[src/rtl/imem_loader_pkg.sv]
// imem_loader_pkg: shared instruction-memory geometry, fill value and loader state encoding
package imem_loader_pkg;
  localparam int IMEM_DEPTH = 128;
  localparam int IMEM_ADDR_W = $clog2(IMEM_DEPTH);
  localparam logic [31:0] NOP_WORD = 32'h0000_0013;
  typedef enum logic [1:0] {IDLE = 2'd0, CLEAR = 2'd1, LOAD = 2'd2, DONE = 2'd3} state_t;
endpackage

[src/rtl/imem_loader_if.sv]
// imem_loader_if: byte stream in and instruction-memory write port out
interface imem_loader_if import imem_loader_pkg::*; #(parameter int ADDR_W = IMEM_ADDR_W) ();
  logic in_valid;
  logic [7:0] in_data;
  logic in_last;
  logic in_ready;
  logic mem_we;
  logic [ADDR_W-1:0] mem_addr;
  logic [31:0] mem_wdata;
  modport master (output in_valid, in_data, in_last, input in_ready, mem_we, mem_addr, mem_wdata);
  modport slave (input in_valid, in_data, in_last, output in_ready, mem_we, mem_addr, mem_wdata);
endinterface

[src/rtl/imem_loader_byte_packer.sv]
// imem_loader_byte_packer: assembles little-endian bytes into 32-bit words
module imem_loader_byte_packer (
  input  logic        clk,
  input  logic        reset,
  input  logic        clr,
  input  logic        acc,
  input  logic        last,
  input  logic [7:0]  data,
  output logic        word_valid,
  output logic [31:0] word,
  output logic        partial_on_last
);
  logic [1:0] byte_cnt;
  logic [23:0] sh;
  always_ff @(posedge clk or posedge reset)
    if (reset) begin
      byte_cnt <= '0;
      sh <= '0;
    end else if (clr) begin
      byte_cnt <= '0;
      sh <= '0;
    end else if (acc) begin
      byte_cnt <= byte_cnt + 2'd1;
      if (byte_cnt != 2'd3) sh[{byte_cnt, 3'b000} +: 8] <= data;
    end
  // the fourth byte is taken straight from the input so the word is ready on its acceptance edge
  assign word = {data, sh};
  assign word_valid = acc && byte_cnt == 2'd3;
  assign partial_on_last = acc && last && byte_cnt != 2'd3;
endmodule

[src/rtl/imem_loader.sv]
// imem_loader: clears instruction memory to NOP, then fills it from a byte stream while holding the CPU
module imem_loader import imem_loader_pkg::*; #(
  parameter int DEPTH = IMEM_DEPTH,
  parameter int ADDR_W = IMEM_ADDR_W
) (
  input  logic            clk,
  input  logic            reset,
  input  logic            start,
  imem_loader_if.slave    bus,
  output logic            busy,
  output logic            cpu_hold,
  output logic            done,
  output logic            err,
  output logic [ADDR_W:0] word_count
);
  state_t state;
  logic finish, acc, ovf, pk_acc, word_valid, partial;
  logic [31:0] word;
  assign acc = bus.in_valid && bus.in_ready;
  assign ovf = acc && word_count == (ADDR_W+1)'(DEPTH);
  // a word that ended the image is written first, then the FSM leaves LOAD on the following edge
  assign pk_acc = acc && !ovf && !finish;
  assign cpu_hold = busy;
  imem_loader_byte_packer u_packer (
    .clk(clk),
    .reset(reset),
    .clr(start && (state == IDLE || state == DONE)),
    .acc(pk_acc),
    .last(bus.in_last),
    .data(bus.in_data),
    .word_valid(word_valid),
    .word(word),
    .partial_on_last(partial)
  );
  always_ff @(posedge clk or posedge reset)
    if (reset) begin
      state <= IDLE;
      finish <= 1'b0;
      bus.in_ready <= 1'b0;
      bus.mem_we <= 1'b0;
      bus.mem_addr <= '0;
      bus.mem_wdata <= '0;
      busy <= 1'b0;
      done <= 1'b0;
      err <= 1'b0;
      word_count <= '0;
    end else begin
      bus.mem_we <= 1'b0;
      case (state)
        IDLE, DONE:
          if (start) begin
            state <= CLEAR;
            busy <= 1'b1;
            done <= 1'b0;
            err <= 1'b0;
            word_count <= '0;
            bus.mem_we <= 1'b1;
            bus.mem_addr <= '0;
            bus.mem_wdata <= NOP_WORD;
          end
        CLEAR:
          if (bus.mem_addr == ADDR_W'(DEPTH-1)) begin
            state <= LOAD;
            bus.in_ready <= 1'b1;
          end else begin
            bus.mem_we <= 1'b1;
            bus.mem_addr <= bus.mem_addr + 1'b1;
          end
        default: begin
          if (ovf || partial) err <= 1'b1;
          if (ovf || partial || finish) begin
            state <= DONE;
            finish <= 1'b0;
            busy <= 1'b0;
            done <= 1'b1;
            bus.in_ready <= 1'b0;
          end else if (word_valid) begin
            bus.mem_we <= 1'b1;
            bus.mem_addr <= word_count[ADDR_W-1:0];
            bus.mem_wdata <= word;
            word_count <= word_count + 1'b1;
            finish <= bus.in_last;
          end
        end
      endcase
    end
endmodule

[src/flat_wrapper.sv]
// flat-port wrapper written by rule: the top's interface ports become plain ports
module imem_loader_flat import imem_loader_pkg::*;
#(
  parameter int DEPTH = IMEM_DEPTH,
  parameter int ADDR_W = IMEM_ADDR_W
)
  (clk, reset, start, busy, cpu_hold, done, err, word_count, bus_in_valid, bus_in_data, bus_in_last, bus_in_ready, bus_mem_we, bus_mem_addr, bus_mem_wdata);
  imem_loader_if #(.ADDR_W(ADDR_W)) bus_i ();
  input  logic clk;
  input  logic reset;
  input  logic start;
  output logic busy;
  output logic cpu_hold;
  output logic done;
  output logic err;
  output logic [ADDR_W:0] word_count;
  input wire logic [$bits(bus_i.in_valid)-1:0] bus_in_valid;
  input wire logic [$bits(bus_i.in_data)-1:0] bus_in_data;
  input wire logic [$bits(bus_i.in_last)-1:0] bus_in_last;
  output wire logic [$bits(bus_i.in_ready)-1:0] bus_in_ready;
  output wire logic [$bits(bus_i.mem_we)-1:0] bus_mem_we;
  output wire logic [$bits(bus_i.mem_addr)-1:0] bus_mem_addr;
  output wire logic [$bits(bus_i.mem_wdata)-1:0] bus_mem_wdata;
  assign bus_i.in_valid = bus_in_valid;
  assign bus_i.in_data = bus_in_data;
  assign bus_i.in_last = bus_in_last;
  assign bus_in_ready = bus_i.in_ready;
  assign bus_mem_we = bus_i.mem_we;
  assign bus_mem_addr = bus_i.mem_addr;
  assign bus_mem_wdata = bus_i.mem_wdata;
  imem_loader #(.DEPTH(DEPTH), .ADDR_W(ADDR_W)) u_core (.clk(clk), .reset(reset), .start(start), .bus(bus_i), .busy(busy), .cpu_hold(cpu_hold), .done(done), .err(err), .word_count(word_count));
endmodule
[config.mk]
export PLATFORM = sky130hd
export DESIGN_NAME = imem_loader_flat
export DESIGN_NICKNAME = d
export VERILOG_FILES = /design/src/rtl/imem_loader_pkg.sv /design/src/rtl/imem_loader_if.sv /design/src/rtl/imem_loader_byte_packer.sv /design/src/rtl/imem_loader.sv /design/src/flat_wrapper.sv
export SDC_FILE = /design/constraint.sdc
export NUM_CORES = 1
export LEC_CHECK = 0
export BUFFER_PORTS_ARGS = -buffer_cell sky130_fd_sc_hd__buf_2
export CAP_MARGIN = 0
export CORE_MARGIN = 1
export CORE_UTILIZATION = 25
export DETAILED_ROUTE_END_ITERATION = 12
export GPL_TIMING_DRIVEN = 0
export SKIP_LAST_GASP = 1
export SYNTH_ARGS = -nofsm -noshare
export SYNTH_HDL_FRONTEND = slang
export SYNTH_SLANG_ARGS = --single-unit
[constraint.sdc]
create_clock -name clk -period 3.9 [get_ports clk]
set_clock_uncertainty 0.05 [all_clocks]
set_input_delay 0.195 -clock clk [delete_from_list [all_inputs] [get_ports clk]]
set_output_delay 0.195 -clock clk [all_outputs]
set_load 0.02 [all_outputs]
==> results of run 1 <==
## final timing paths
kind	slack, ps	endpoint
min reg2reg	430	u_core.u_packer.sh[10]
min in group asynchronous	270	u_core.bus.mem_addr[6]
min	80	u_core.u_packer.sh[23]
max in group asynchronous	2950	u_core.u_packer.sh[10]
max reg2reg	1450	u_core.bus.mem_addr[4]
max	1450	u_core.bus.mem_addr[4]
## per-stage QoR
step                      area (µm²)  hold slack [ps]  util (%)  cells
final                           4720             82.3      32.2    616
after detailed placement        4380             82.6      29.9    598
after floorplan                 3790              273         -    348
after CTS                       4720             66.8      32.2    615
after global placement          4350              417      29.7    597
after global routing            4720             78.4      32.2    616
## flip-flops by register name (all words and copies together), names as in the netlist
| register | cells |
|---|---|
| u_core.bus.mem_addr | 7 |
| u_core.u_packer.byte_cnt | 2 |
| u_core.bus.mem_wdata | 32 |
| u_core.u_packer.sh | 24 |
| u_core.busy | 1 |
| u_core.state | 2 |
| u_core.done | 1 |
| u_core.bus.in_ready | 1 |
| u_core.finish | 1 |
| u_core.word_count | 8 |
| u_core.err | 1 |
| u_core.bus.mem_we | 1 |
## repair_timing
item,4_1_cts,5_1_grt
hold endpoints to repair,12,0
endpoints found under the setup margin,0,0
buffers inserted,0,0
hold buffers,1,0
## power by group through the flow
| stage | Sequential, mW | Clock, mW | Combinational, mW |
|---|---|---|---|
| floorplan | 0.857 | 0 | 0.0196 |
| global placement | 0.857 | 0 | 0.0381 |
| detailed placement | 0.857 | 0 | 0.0429 |
| CTS | 0.841 | 0.959 | 0.0439 |
| global route | 0.840 | 0.996 | 0.0495 |
| finish | 0.841 | 0.939 | 0.0429 |
## cell families after synthesis
kind of cell,Yosys count
and+or+nand+nor,113
AOI/OAI and AO/OA,98
DFF,81
buffers and inverters,29
adders and majority gates,10
xor gates and xnor gates,9
muxes,8
## layout make-up
type | count | area share [%]
plain buffers | 17 | 2.81
clock buffers | 9 | 4.77
clock inverters | 7 | 2.20
inverters | 12 | 1.01
multi-input cells | 238 | 33.6
flip-flops and latches | 81 | 42.9
well taps | 184 | 4.88
repair buffers | 68 | 7.79
## layer usage
layer | vias to the layer above | GRT usage (%) | part of all wire (%)
met5 | - | 0 | 0
met3 | 11 | 4.54 | 6.6
met1 | 1437 | 15.7 | 44
li1 | 1400 | - | -
met4 | 0 | 5.02 | 1.4
met2 | 64 | 20.1 | 48
## layout by cell type, fill, tap and decap left out, types with 2 or more instances in the layout
cell	count
dfrtp_1	81
buf_2	71
nand2_1	54
a22o_2	31
o21ai_0	30
nand3_1	23
a21oi_1	14
nor2_1	12
inv_1	11
ha_1	10
clkbuf_16	9
xnor2_1	7
mux2_2	6
clkbuf_1	5
o31ai_1	5
inv_6	5
nor3_1	4
nand2b_1	4
o21a_1	3
and2_1	3
o22a_1	3
buf_12	3
and3_1	2
clkbuf_2	2
a31oi_1	2
mux2i_1	2
xor2_1	2
a22o_1	2
bufinv_16	2
## critical path: cells and delay by family (launching register included)
family	cells	cell delay [ps]
DFF	1	470
and+or+nand+nor	2	300
AOI/OAI and AO/OA	2	820
buffers and inverters	1	70
muxes	1	410
adders and majority gates	1	220
==> results.md, run 1 <==
- Outcome: complete, but fails checks
- Failing checks: DRC
- Post-cts resize count: 0
- Row Count: 44
- Final Max Tran Viols: 0
- CP Capture Type: flop
- Sw Pwr: 0.399 mW
- Vias/cell: 4.73
- Sequential fraction of the synthesis area: 53.4%
- Fin. Hold Viols: 0
- Chip Width: 125 µm
- Clk sinks: 81
- Hpwl dp: 6.79 mm
- Clock Path Buffers: 2
- Antenna cells: 0
- Mapped Cells: 348
- Die area: 0.0157 mm²
- Internal power: 1.42 mW
- Root buffer cell: clkbuf_16
- Max-slew headroom: 47.4%
- TritonRoute pass-1 iters: 8
- WS Path Type: reg2reg
- Vias in the first global route: 2977
- RSZ-0062 raised after global routing: false
- Share of cells above drive strength 1: 32.9%
- Grt total ovfl: 0
- Worst path required time: 4080 ps
- Post-Syn Area: 0.00379 mm²
- P_leak: 2.25 nW
- Max Cap Viol: 0
- Switching share of power: 21.9%
- Achievable Freq: 408 MHz
- Final nets: 450
- First-pass GRT wire length: 15.6 mm
- Largest net degree at the start of global routing: 70
- Critical-path maximum fanout: 8
- IO Port Bufs: 65
- Worst hold path cell count: 3
- Number of remaining DRC errors: 8
- Comb pwr share: 2.4%
- Asr flop ratio synth: 100%
- Clock slew at reported path FFs: 70 ps
- Syn Area/Cell: 10.9 µm²
- Clk_lat worst skew: 340 ps
- Tot Pwr: 1.82 mW
- Worst ir drop on vdd: 174 µV
- Worst path arrival time: 2630 ps
- Largest family of logic cells by synthesized area: compound AO/OA/AOI/OAI gates
- Fill count: 1492
- CTS Buf Count: 9
- CTS H-tree depth: 3
- Origin of the worst min-delay path: bus_in_data[7]
- Clock power frac: 51.5%
- Post-synth top area share: 53.4%
- Worst reg2reg path depth: 7
- Core Region: 0.0146 mm²
- Sequential Area: 0.00203 mm²
- Num ports: 66
- Post-synth EDFFs: 0
- Synth warn: 0
- Hold Path Class: in2reg
- Post-synth top cells: dfrtp_1 (81), nand2_1 (54), a22o_2 (31)
- Initial DRC Count: 201
- Reg2Reg Launch Point: u_core.word_count[0]
- Register share of total power: 46.1%
- Largest cells by area after synthesis: dfrtp_1 (53%), a22o_2 (8.2%), nand2_1 (5.3%)
- Layout overhead on the synthesized area: 24.5%
- CP Cell Sequence: inv_1 > ha_1 > nor3b_2 > nand2_2 > a32oi_2 > a211oi_2 > mux2_2
- Synth Area in Adders: 3.30%
- Pwr dens: 386 mW/mm²
- Yosys top cell by area: dfrtp_1
- Final antenna-violating net count: 0
- Crit path time final: 2450 ps
- Mux cell area share after synthesis: 2.31%
- Syn Nets: 371
- Count of cell types in the netlist: 47
- Tcrit/Tclk final: 62.8%
- Area occupied by multi-input gates: 0.00159 mm²
- WL final: 9.30 mm
- Max stage delay on crit path: 630 ps
- Simple-Gate Fraction of Synth Area: 14.5%
- GPL Wtd Cong: 0.865
- Post-Synth XOR/XNOR Area: 2.08%
- Synth Area in Compound Gates: 19.7%
- Yosys reg bits: 81
- Post-synth top flop: dfrtp_1
- Most common cell in the synthesized netlist: dfrtp_1
- Antenna violations before repair: 0
- Setup crit start kind: flop
- Worst slew pin tran: 787 ps
- Initial Utilization: 25.9%
- Dpl ws: 1260 ps
- Total track usage: 12.7%
- Setup TNS: 0 ps
- CP startpoint: u_core.word_count[0]
- Final number of setup-violating endpoints: 0
- CP max stage cell: a211oi_2
- DR vias: 2912
- WL per Instance: 15.1 µm
- Die Y: 125 µm
- Final WS setup: 1450 ps
- CTS tree: built
Power figures use the tool's default switching activity.
==> run 2, diff against run 1 <==
ABC_AREA = 1   (was not set)
clock period = 2.4 ns   (was 3.9 ns; I/O delays follow)
==> run 2 against run 1 <==
Net effect:
- the flow now finishes without violations
- register-to-register slack worse by 1100 ps
- sequential power grew 130%
- worst setup slack lost 1100 ps
- wire length rose by 2.2%
- global-route usage rose by 0.19 points
- count of clock-buffer cells in the layout grew 1
- synthesized area rose by 2.1%
- largest power group is now combinational cells
==> results.md, run 2 <==
- Outcome: finished clean
- Largest cells by area after synthesis: dfrtp_1 (52%), nand2_1 (12%), o21ai_0 (4.7%)
- Cell Area, Placed: 0.00446 mm²
- Crit path time final: 2070 ps
- Asr flop ratio synth: 100%
- Clk_lat worst skew: 340 ps
- Final antenna-violating net count: 0
- Mux cell area share after synthesis: 0%
- Final core utilization: 31.7%
- DR vias: 3218
- Post-route cell area: 0.00480 mm²
- Tot Pwr: 6.30 mW
- Post-route insts no fill: 709
- Final WS setup: 328 ps
- Worst ir drop on vdd: 501 µV
- Achievable Freq: 483 MHz
- Dpl ws: 266 ps
- P_leak: 2.42 nW
- Pwr dens: 1310 mW/mm²
- Chip Width: 126 µm
- Antenna violations before repair: 0
- CTS H-tree depth: 3
- Placed cells: 690
- Yosys reg bits: 81
- Most frequent cells in the layout: nand2_1 (119), dfrtp_1 (81), buf_2 (67)
- Hold Path Class: in2reg
- Post-synth top cells: nand2_1 (119), dfrtp_1 (81), inv_1 (47)
- Max Cap Viol: 0
- CTS Buf Count: 9
- Worst slew pin tran: 477 ps
- Post-Syn Area: 0.00387 mm²
- Total track usage: 12.9%
- Most common cell after layout, fill and taps aside: nand2_1
- WL final: 9.51 mm
- Syn Nets: 459
- Number of remaining DRC errors: 0
- First-pass GRT wire length: 16.1 mm
- IO Port Bufs: 65
- Grt total ovfl: 0
- Clock Path Buffers: 2
- Clk sinks: 81
- Synth Area in Compound Gates: 12.0%
- Max reg flops: 32
- Sequential fraction of the synthesis area: 52.3%
- Row Count: 45
- Yosys top cell by area: dfrtp_1
- Worst path required time: 2600 ps
- Worst path arrival time: 2270 ps
- Fin. Hold Viols: 0
- Hpwl dp: 7.16 mm
- TritonRoute pass-1 iters: 4
- Core Region: 0.0151 mm²
- Die Y: 126 µm
- Layout overhead on the synthesized area: 23.8%
- Initial Utilization: 25.6%
- Post-CTS Setup Bufs: 0
- Synth Area in Adders: 3.23%
- Post-synth EDFFs: 0
- Hold slack final: 13.7 ps
- Num ports: 66
- Post-Synth XOR/XNOR Area: 1.13%
- Vias/cell: 4.54
- Critical-path maximum fanout: 10
- Fill count: 1575
- Sequential Area: 0.00203 mm²
- Vias in the first global route: 3174
- WL per Instance: 13.4 µm
- Regs by FF count: u_core.bus.mem_wdata x32, u_core.u_packer.sh x24, u_core.word_count x8
- Root buffer cell: clkbuf_16
- Post-synth top flop: dfrtp_1
- RSZ-0062 raised after global routing: false
- Register name with the most flops: u_core.bus.mem_wdata
- Count of cell types in the netlist: 31
- Max-slew headroom: 68.2%
- WS Path Type: reg2reg
- CTS tree: built
- Synth warn: 0
- Final nets: 539
- Setup crit start kind: flop
- Tcrit/Tclk final: 86.3%
- GPL Wtd Cong: 0.843
- Area occupied by multi-input gates: 0.00155 mm²
- Simple-Gate Fraction of Synth Area: 23.4%
- Die area: 0.0160 mm²
- Most common cell in the synthesized netlist: nand2_1
- Post-synth top area share: 52.3%
- Final number of setup-violating endpoints: 0
- Setup TNS: 0 ps
- Syn Area/Cell: 8.88 µm²
- CP Capture Type: flop
- Antenna cells: 0
- Largest net degree at the start of global routing: 47
- Final Max Tran Viols: 0
- Clock slew at reported path FFs: 60 ps
- Mapped Cells: 436
- Share of cells above drive strength 1: 25.7%
- Largest family of logic cells by synthesized area: simple AND/OR/NAND/NOR gates
- Initial DRC Count: 163
run 2: cell types whose count changed after synthesis, sizes merged, moves of 4 or more:
cell    change
nand2      +72
inv        +40
a22o       -33
o21ai      +30
nand4      +12
nor2       +12
nand3      +11
a21oi       -9
xnor2       -7
mux2        -6
clkbuf      -5
o31ai       -5
nand2b      -4
o22ai       +4
run 2: worst max-delay path: stages (launching register included):
cell     delay (ps)
dfrtp_1         400
inv_1            60
ha_1            420
nand2_1         200
buf_4           210
nand2_1         130
nor3_4          290
nand3_1         130
o21ai_0         100
run 2: final cells by class:
| class | instances | share of cell area (%) |
|---|---|---|
| clock inverters | 6 | 1.41 |
| repair buffers | 69 | 7.98 |
| multi-input cells | 289 | 32.3 |
| plain buffers | 13 | 2.16 |
| clock buffers | 10 | 4.77 |
| inverters | 53 | 4.25 |
| flip-flops and latches | 81 | 42.3 |
| well taps | 188 | 4.90 |
run 2: path summary, 6_finish.rpt:
check,start,end,slack [ps],depth (start not counted)
max,u_core.state[0],u_core.u_packer.sh[3],330,8
min,bus_in_data[1],u_core.bus.mem_wdata[25],10,3
max reg2reg,u_core.state[0],u_core.u_packer.sh[3],330,8
min reg2reg,u_core.bus.mem_wdata[28],u_core.bus.mem_wdata[28],420,2
max in group asynchronous,reset,u_core.bus.mem_wdata[22],1410,4
min in group asynchronous,reset,u_core.bus.mem_wdata[3],300,3
run 2: where the power goes:
| group | switching, mW | total, mW | internal (mW) |
|---|---|---|---|
| Combinational | 2.07 | 3.01 | 0.937 |
| Clock | 0.565 | 1.38 | 0.810 |
| Sequential | 0.217 | 1.92 | 1.70 |
run 2: cells by family (layout without fill, tap and decap cells):
family / Yosys count / after routing
and+or+nand+nor: 200 / 200
DFF: 81 / 81
AOI/OAI and AO/OA: 74 / 74
buffers and inverters: 66 / 151
adders and majority gates: 10 / 10
xor gates and xnor gates: 5 / 5
run 2: routing by layer:
metal	share of wire [%]	GRT usage [%]
met1	47	16.4
met5	0	0
met3	4.5	3.29
met2	48	21.5
met4	1.2	3.83
run 2: what timing repair did:
item,CTS,global route
setup endpoints to repair,0,1
gates resized for setup,0,1
endpoints found under the hold margin,37,0
hold buffers,3,0
